File: src/rtl/pipeline_hazard_ctrl_if.sv
// Pipeline-side bundle for pipeline_hazard_ctrl: hazard inputs from ID/EX/MEM and
// the stall/flush/freeze controls plus status and performance counters.
interface pipeline_hazard_ctrl_if;
  logic [4:0]  id_rs;
  logic [4:0]  id_rt;
  logic        id_uses_rt;
  logic        ex_mem_read;
  logic [4:0]  ex_rt;
  logic        mem_branch_taken;
  logic        mem_req;
  logic        dmem_ready;

  logic        pc_write;
  logic        if_id_write;
  logic        id_ex_bubble;
  logic        if_id_flush;
  logic        id_ex_flush;
  logic        ex_mem_flush;
  logic        pipe_freeze;
  logic [1:0]  state;
  logic        timeout_err;
  logic [31:0] perf_stall;
  logic [31:0] perf_flush;
  logic [31:0] perf_wait;

  modport master (
    output id_rs, id_rt, id_uses_rt, ex_mem_read, ex_rt,
           mem_branch_taken, mem_req, dmem_ready,
    input  pc_write, if_id_write, id_ex_bubble, if_id_flush, id_ex_flush,
           ex_mem_flush, pipe_freeze, state, timeout_err,
           perf_stall, perf_flush, perf_wait
  );

  modport slave (
    input  id_rs, id_rt, id_uses_rt, ex_mem_read, ex_rt,
           mem_branch_taken, mem_req, dmem_ready,
    output pc_write, if_id_write, id_ex_bubble, if_id_flush, id_ex_flush,
           ex_mem_flush, pipe_freeze, state, timeout_err,
           perf_stall, perf_flush, perf_wait
  );
endinterface

File: src/rtl/pipeline_hazard_ctrl.sv
// Hazard sequencer for the 5-stage MIPS pipeline: post-reset clear, load-use stall,
// MEM-resolved branch squash, data-memory wait freeze and watchdog. HAZARD_PERF_EN adds counters.
module pipeline_hazard_ctrl #(
  parameter int unsigned RESET_HOLD_CYCLES = 3,
  parameter int unsigned MEM_TIMEOUT       = 16
) (
  input  logic                  clk,
  input  logic                  rst_n,
  pipeline_hazard_ctrl_if.slave hz
);

  typedef enum logic [1:0] {
    HOLD     = 2'd0,
    RUN      = 2'd1,
    MEM_WAIT = 2'd2,
    ERROR    = 2'd3
  } state_e;

  localparam int unsigned HOLD_W = (RESET_HOLD_CYCLES > 1) ? $clog2(RESET_HOLD_CYCLES) : 1;
  localparam int unsigned WAIT_W = (MEM_TIMEOUT > 0) ? $clog2(MEM_TIMEOUT + 1) : 1;
  localparam logic [HOLD_W-1:0] HOLD_LAST  = HOLD_W'(RESET_HOLD_CYCLES - 1);
  localparam logic [WAIT_W-1:0] WAIT_LIMIT = WAIT_W'(MEM_TIMEOUT);

  state_e              state_q, state_d;
  logic [HOLD_W-1:0]   hold_cnt_q, hold_cnt_d;
  logic [WAIT_W-1:0]   wait_cnt_q, wait_cnt_d;
  logic                timeout_err_q, timeout_err_d;

  logic mem_wait;
  logic load_use;
  logic active;
  logic in_hold;
  logic in_err;
  logic do_wait;
  logic do_flush;
  logic do_stall;
  logic do_normal;

  assign mem_wait = hz.mem_req & ~hz.dmem_ready;
  assign load_use = hz.ex_mem_read & (hz.ex_rt != '0) &
                    ((hz.ex_rt == hz.id_rs) | (hz.id_uses_rt & (hz.ex_rt == hz.id_rt)));

  assign in_hold = (state_q == HOLD);
  assign in_err  = (state_q == ERROR);
  assign active  = (state_q == RUN) | (state_q == MEM_WAIT);

  // Priority chain: memory wait > branch squash > load-use > normal advance.
  assign do_wait   = active & mem_wait;
  assign do_flush  = active & ~mem_wait & hz.mem_branch_taken;
  assign do_stall  = active & ~mem_wait & ~hz.mem_branch_taken & load_use;
  assign do_normal = active & ~mem_wait & ~hz.mem_branch_taken & ~load_use;

  assign hz.pc_write     = do_flush | do_normal;
  assign hz.if_id_write  = do_normal;
  assign hz.id_ex_bubble = do_stall;
  assign hz.if_id_flush  = in_hold | do_flush;
  assign hz.id_ex_flush  = in_hold | do_flush;
  assign hz.ex_mem_flush = in_hold | do_flush;
  assign hz.pipe_freeze  = in_err | do_wait;
  assign hz.state        = state_q;
  assign hz.timeout_err  = timeout_err_q;

  always_comb begin
    state_d       = state_q;
    hold_cnt_d    = hold_cnt_q;
    wait_cnt_d    = wait_cnt_q;
    timeout_err_d = timeout_err_q;
    case (state_q)
      HOLD: begin
        if (hold_cnt_q == HOLD_LAST) begin
          state_d    = RUN;
          hold_cnt_d = '0;
        end else begin
          hold_cnt_d = hold_cnt_q + 1'b1;
        end
      end
      RUN, MEM_WAIT: begin
        if (mem_wait) begin
          wait_cnt_d = (wait_cnt_q == '1) ? wait_cnt_q : wait_cnt_q + 1'b1;
          state_d    = MEM_WAIT;
          if ((MEM_TIMEOUT != 0) && (wait_cnt_d == WAIT_LIMIT)) begin
            state_d       = ERROR;
            timeout_err_d = 1'b1;
          end
        end else begin
          wait_cnt_d = '0;
          state_d    = RUN;
        end
      end
      ERROR: begin
        state_d = ERROR;
      end
    endcase
  end

  always_ff @(posedge clk or negedge rst_n) begin
    if (!rst_n) begin
      state_q       <= HOLD;
      hold_cnt_q    <= '0;
      wait_cnt_q    <= '0;
      timeout_err_q <= 1'b0;
    end else begin
      state_q       <= state_d;
      hold_cnt_q    <= hold_cnt_d;
      wait_cnt_q    <= wait_cnt_d;
      timeout_err_q <= timeout_err_d;
    end
  end

`ifdef HAZARD_PERF_EN
  logic [31:0] perf_stall_q;
  logic [31:0] perf_flush_q;
  logic [31:0] perf_wait_q;

  // do_* are only true in RUN/MEM_WAIT, so HOLD and ERROR cycles are never counted.
  always_ff @(posedge clk or negedge rst_n) begin
    if (!rst_n) begin
      perf_stall_q <= '0;
      perf_flush_q <= '0;
      perf_wait_q  <= '0;
    end else begin
      if (do_stall && (perf_stall_q != '1)) perf_stall_q <= perf_stall_q + 32'd1;
      if (do_flush && (perf_flush_q != '1)) perf_flush_q <= perf_flush_q + 32'd1;
      if (do_wait  && (perf_wait_q  != '1)) perf_wait_q  <= perf_wait_q  + 32'd1;
    end
  end

  assign hz.perf_stall = perf_stall_q;
  assign hz.perf_flush = perf_flush_q;
  assign hz.perf_wait  = perf_wait_q;
`else
  assign hz.perf_stall = '0;
  assign hz.perf_flush = '0;
  assign hz.perf_wait  = '0;
`endif

endmodule
File: src/flat_wrapper.sv
// flat-port wrapper written by rule: the top's interface ports become plain ports
module pipeline_hazard_ctrl_flat 
#(
  parameter int unsigned RESET_HOLD_CYCLES = 3,
  parameter int unsigned MEM_TIMEOUT       = 16
)
  (clk, rst_n, hz_id_rs, hz_id_rt, hz_id_uses_rt, hz_ex_mem_read, hz_ex_rt, hz_mem_branch_taken, hz_mem_req, hz_dmem_ready, hz_pc_write, hz_if_id_write, hz_id_ex_bubble, hz_if_id_flush, hz_id_ex_flush, hz_ex_mem_flush, hz_pipe_freeze, hz_state, hz_timeout_err, hz_perf_stall, hz_perf_flush, hz_perf_wait);
  pipeline_hazard_ctrl_if hz_i ();
  input  logic clk;
  input  logic rst_n;
  input wire logic [$bits(hz_i.id_rs)-1:0] hz_id_rs;
  input wire logic [$bits(hz_i.id_rt)-1:0] hz_id_rt;
  input wire logic [$bits(hz_i.id_uses_rt)-1:0] hz_id_uses_rt;
  input wire logic [$bits(hz_i.ex_mem_read)-1:0] hz_ex_mem_read;
  input wire logic [$bits(hz_i.ex_rt)-1:0] hz_ex_rt;
  input wire logic [$bits(hz_i.mem_branch_taken)-1:0] hz_mem_branch_taken;
  input wire logic [$bits(hz_i.mem_req)-1:0] hz_mem_req;
  input wire logic [$bits(hz_i.dmem_ready)-1:0] hz_dmem_ready;
  output wire logic [$bits(hz_i.pc_write)-1:0] hz_pc_write;
  output wire logic [$bits(hz_i.if_id_write)-1:0] hz_if_id_write;
  output wire logic [$bits(hz_i.id_ex_bubble)-1:0] hz_id_ex_bubble;
  output wire logic [$bits(hz_i.if_id_flush)-1:0] hz_if_id_flush;
  output wire logic [$bits(hz_i.id_ex_flush)-1:0] hz_id_ex_flush;
  output wire logic [$bits(hz_i.ex_mem_flush)-1:0] hz_ex_mem_flush;
  output wire logic [$bits(hz_i.pipe_freeze)-1:0] hz_pipe_freeze;
  output wire logic [$bits(hz_i.state)-1:0] hz_state;
  output wire logic [$bits(hz_i.timeout_err)-1:0] hz_timeout_err;
  output wire logic [$bits(hz_i.perf_stall)-1:0] hz_perf_stall;
  output wire logic [$bits(hz_i.perf_flush)-1:0] hz_perf_flush;
  output wire logic [$bits(hz_i.perf_wait)-1:0] hz_perf_wait;
  assign hz_i.id_rs = hz_id_rs;
  assign hz_i.id_rt = hz_id_rt;
  assign hz_i.id_uses_rt = hz_id_uses_rt;
  assign hz_i.ex_mem_read = hz_ex_mem_read;
  assign hz_i.ex_rt = hz_ex_rt;
  assign hz_i.mem_branch_taken = hz_mem_branch_taken;
  assign hz_i.mem_req = hz_mem_req;
  assign hz_i.dmem_ready = hz_dmem_ready;
  assign hz_pc_write = hz_i.pc_write;
  assign hz_if_id_write = hz_i.if_id_write;
  assign hz_id_ex_bubble = hz_i.id_ex_bubble;
  assign hz_if_id_flush = hz_i.if_id_flush;
  assign hz_id_ex_flush = hz_i.id_ex_flush;
  assign hz_ex_mem_flush = hz_i.ex_mem_flush;
  assign hz_pipe_freeze = hz_i.pipe_freeze;
  assign hz_state = hz_i.state;
  assign hz_timeout_err = hz_i.timeout_err;
  assign hz_perf_stall = hz_i.perf_stall;
  assign hz_perf_flush = hz_i.perf_flush;
  assign hz_perf_wait = hz_i.perf_wait;
  pipeline_hazard_ctrl #(.RESET_HOLD_CYCLES(RESET_HOLD_CYCLES), .MEM_TIMEOUT(MEM_TIMEOUT)) u_core (.clk(clk), .rst_n(rst_n), .hz(hz_i));
endmodule
File: config.mk
export PLATFORM = sky130hd
export DESIGN_NAME = pipeline_hazard_ctrl_flat
export DESIGN_NICKNAME = d
export VERILOG_FILES = /design/src/rtl/pipeline_hazard_ctrl_if.sv /design/src/rtl/pipeline_hazard_ctrl.sv /design/src/flat_wrapper.sv
export SDC_FILE = /design/constraint.sdc
export NUM_CORES = 1
export LEC_CHECK = 0
export CAP_MARGIN = 20
export CORE_MARGIN = 1.5
export CORE_UTILIZATION = 35
export CTS_CLUSTER_SIZE = 40
export DETAILED_ROUTE_END_ITERATION = 8
export HOLD_SLACK_MARGIN = 0.02
export PLACE_DENSITY = 0.88
export SLEW_MARGIN = 20
export SYNTH_ARGS = -nofsm -noshare
export SYNTH_HDL_FRONTEND = slang
export SYNTH_SLANG_ARGS = --single-unit
File: constraint.sdc
create_clock -name clk -period 3.4 [get_ports clk]
set_clock_uncertainty 0.15 [all_clocks]
set_input_delay 0.51 -clock clk [delete_from_list [all_inputs] [get_ports clk]]
set_output_delay 0.51 -clock clk [all_outputs]
set_load 0.05 [all_outputs]
==> key figures <==
Status
  – Status: finished, final reports clean

Layout
  – Diodes inserted: 0
  – Layout area overhead: 3.492%
  – Multi-input gate area: 809.5 µm²
  – Fraction of layout cells with a size suffix above 1: 7.042%
  – # fillers: 432
  – Nets: 239
  – Non-Filler Instances: 263
  – FF/Latch Area: 250.2 µm²
  – Most common cell after layout, fill and taps aside: conb_1
  – Commonest cells after routing, fill and taps aside: conb_1, clkdlybuf4s50_1, xnor2_1, dfrtp_1, o21ai_0

Power and ir drop
  – Sw Share: 57.97%
  – Peak VDD IR: around 380 µV
  – Switching power: 717.0 µW
  – Comb pwr share: 72.9%
  – Lkg Pwr: 0.0007989 µW
  – Clock share of power: 12.1%
  – Pint: 519.9 µW
  – Reg power frac: around 15%
  – Pwr Density: 813.7 nW/µm²

STA
  – Final worst path period need: 3.032 ns
  – Final Max Slew Viols: 0
  – Total Negative Setup Slacks: 0 ns
  – Fin crit share: 89.19%
  – Hold violation total from the final report: 0
  – Final WS setup: 0.3676 ns
  – RSZ-0062 raised after global routing: no
  – Fmax: 0.3298 GHz
  – WHS: between 0.3 and 0.4 ns
  – Final setup violation count: 0

Place
  – Cells after DPL: between 200 and 300
  – Dpl ws: 0.4872 ns
  – Post-DP HPWL: 1.900 mm
  – I/O Buffers: 31
  – Gpl congestion: 0.8375

Setup path
  – CP Class: reg -> out
  – Reg2Reg Setup Slack: 1.55 ns
  – CP Capture Type: output pin
  – Critical path required time: 2.74 ns
  – WP data arrival: 2.37 ns
  – Worst Path Max Fanout: 8
  – Startpoint Class: register

Worst hold path
  – Hold Path Class: reg -> reg

Floorplan
  – Die area: approximately 4600 µm²
  – Num ports: between 100 and 150
  – Starting density of the core: 36.46%
  – Chip height: 67.79 µm
  – Number of core rows: 23
  – Die Width: 67.79 µm
  – Core Area: 4029 µm²

Clock network
  – H-tree levels: 1
  – Setup bufs post-CTS: 0
  – Clock root buffer: clkbuf_8
  – CTS max path bufs: 2
  – TritonCTS buffer count: 3
  – CTS tree: done
  – Post_cts resized: 0
  – Clk_lat worst skew: about 0.24 ns
  – Cts hold-fix bufs: 0
  – Count of clock tree sinks: 10
  – Clk slew on worst S/H paths: 0.05 ns

Yosys
  – Sequential share of the synthesized area: between 10% and 20%
  – Post-synth top flop: dfrtp_1
  – Synth Instances: around 180
  – Asr flop ratio synth: 100.0%
  – Synthesized flop and latch total: 10
  – Area of the mapped netlist: around 1500 µm²
  – Library cells used by synthesis: 34
  – EDFF count, synth: 0
  – Avg Cell Area, Syn: 8.027 µm²
  – Synth warn: 0

GRT
  – Grt ovf: 0
  – Initial antenna violation count: 0
  – First-pass GRT wire length: 3.298 mm
  – Vias in the first global route: around 800
  – Largest net degree at the start of global routing: 11
  – Total track usage: under 10%

Routing
  – WL/cell: 8.255 µm
  – Residual DRC: 0
  – Vias/cell: around 3.7
  – Length of the first detailed-routing pass in iterations: 4
  – Initial DRC count: 80
  – Final WL: 2.171 mm
  – Post-DRT Antenna Nets: 0
  – Via count: 985

Job
  – Max-cap viol count: 0
stage by stage:
step / total power, µW / cell area (µm²) / utilization, %
global route: 1312 / 1520 / 37.73
finish: 1237 / 1520 / 37.73
global placement: 1074 / 1465 / 36.37
detailed placement: 1091 / 1465 / 36.37
floorplan: 974.3 / 1826 / -
CTS: 1242 / 1520 / 37.73
registers in the layout, summed over array words and instances, names as in the netlist:
register	count
u_core.hold_cnt_q	2
u_core.hz.state	2
u_core.hz.timeout_err	1
u_core.wait_cnt_q	5
logic make-up after synthesis:
logic type | share of synthesized area (%)
xor gates and xnor gates | 6.559
and+or+nand+nor | 10.65
DFF | 17.04
other | 0.2553
muxes | 0.7666
AOI/OAI and AO/OA | 10.05
buffers and inverters | 52.13
adders and majority gates | 2.556
final timing paths:
path,startpoint,endpoint,cells past startpoint
worst min-delay path,u_core.hz.timeout_err,u_core.hz.timeout_err,1
worst max register to register,u_core.hz.state[0],u_core.hz.state[1],5
worst min register to register,u_core.hz.timeout_err,u_core.hz.timeout_err,1
max in group asynchronous,rst_n,u_core.hold_cnt_q[1],1
min in group asynchronous,rst_n,u_core.wait_cnt_q[2],1
worst max-delay path,u_core.hz.state[1],hz_pipe_freeze,5
critical path: stages, from the launching register on:
cell,delay (ns)
dfrtp_1,0.37
inv_1,0.06
ha_1,0.42
and3b_1,0.33
or2_2,0.16
clkdlybuf4s50_1,0.79
final cells by class:
type / instances / area share (%)
multi-input cells: 162 / 53.25
repair buffers: 31 / 21.07
flip-flops and latches: 10 / 16.46
well taps: 50 / 4.115
clock buffers: 4 / 3.621
inverters: 6 / 1.481
metal layers:
metal	vias to the layer above	track usage [%]	part of all wire (%)
met5	-	0	0
met4	0	5.250	2.5
met3	7	2.333	11
met2	83	18.75	55
met1	439	8.835	32
li1	456	-	-
synthesized netlist by cell type, types with 3 or more instances:
cell type / count / area share, %
buf_4: 98 / 50
dfrtp_1: 10 / 17
xnor2_1: 10 / 6.0
o21ai_0: 7 / 2.4
inv_1: 6 / 1.5
nand2_1: 6 / 1.5
nor2_1: 5 / 1.3
a21oi_1: 4 / 1.4
nand3_1: 4 / 1.4
ha_1: 3 / 2.6
power groups by stage:
stage	Sequential [µW]	Combinational, µW	Clock [µW]
after global placement	184	890	0
after CTS	185	906	151
final	185	902	149
after floorplan	222	752	0
after detailed placement	187	904	0
after global routing	192	964	157
(Power assumes the default switching activity.)
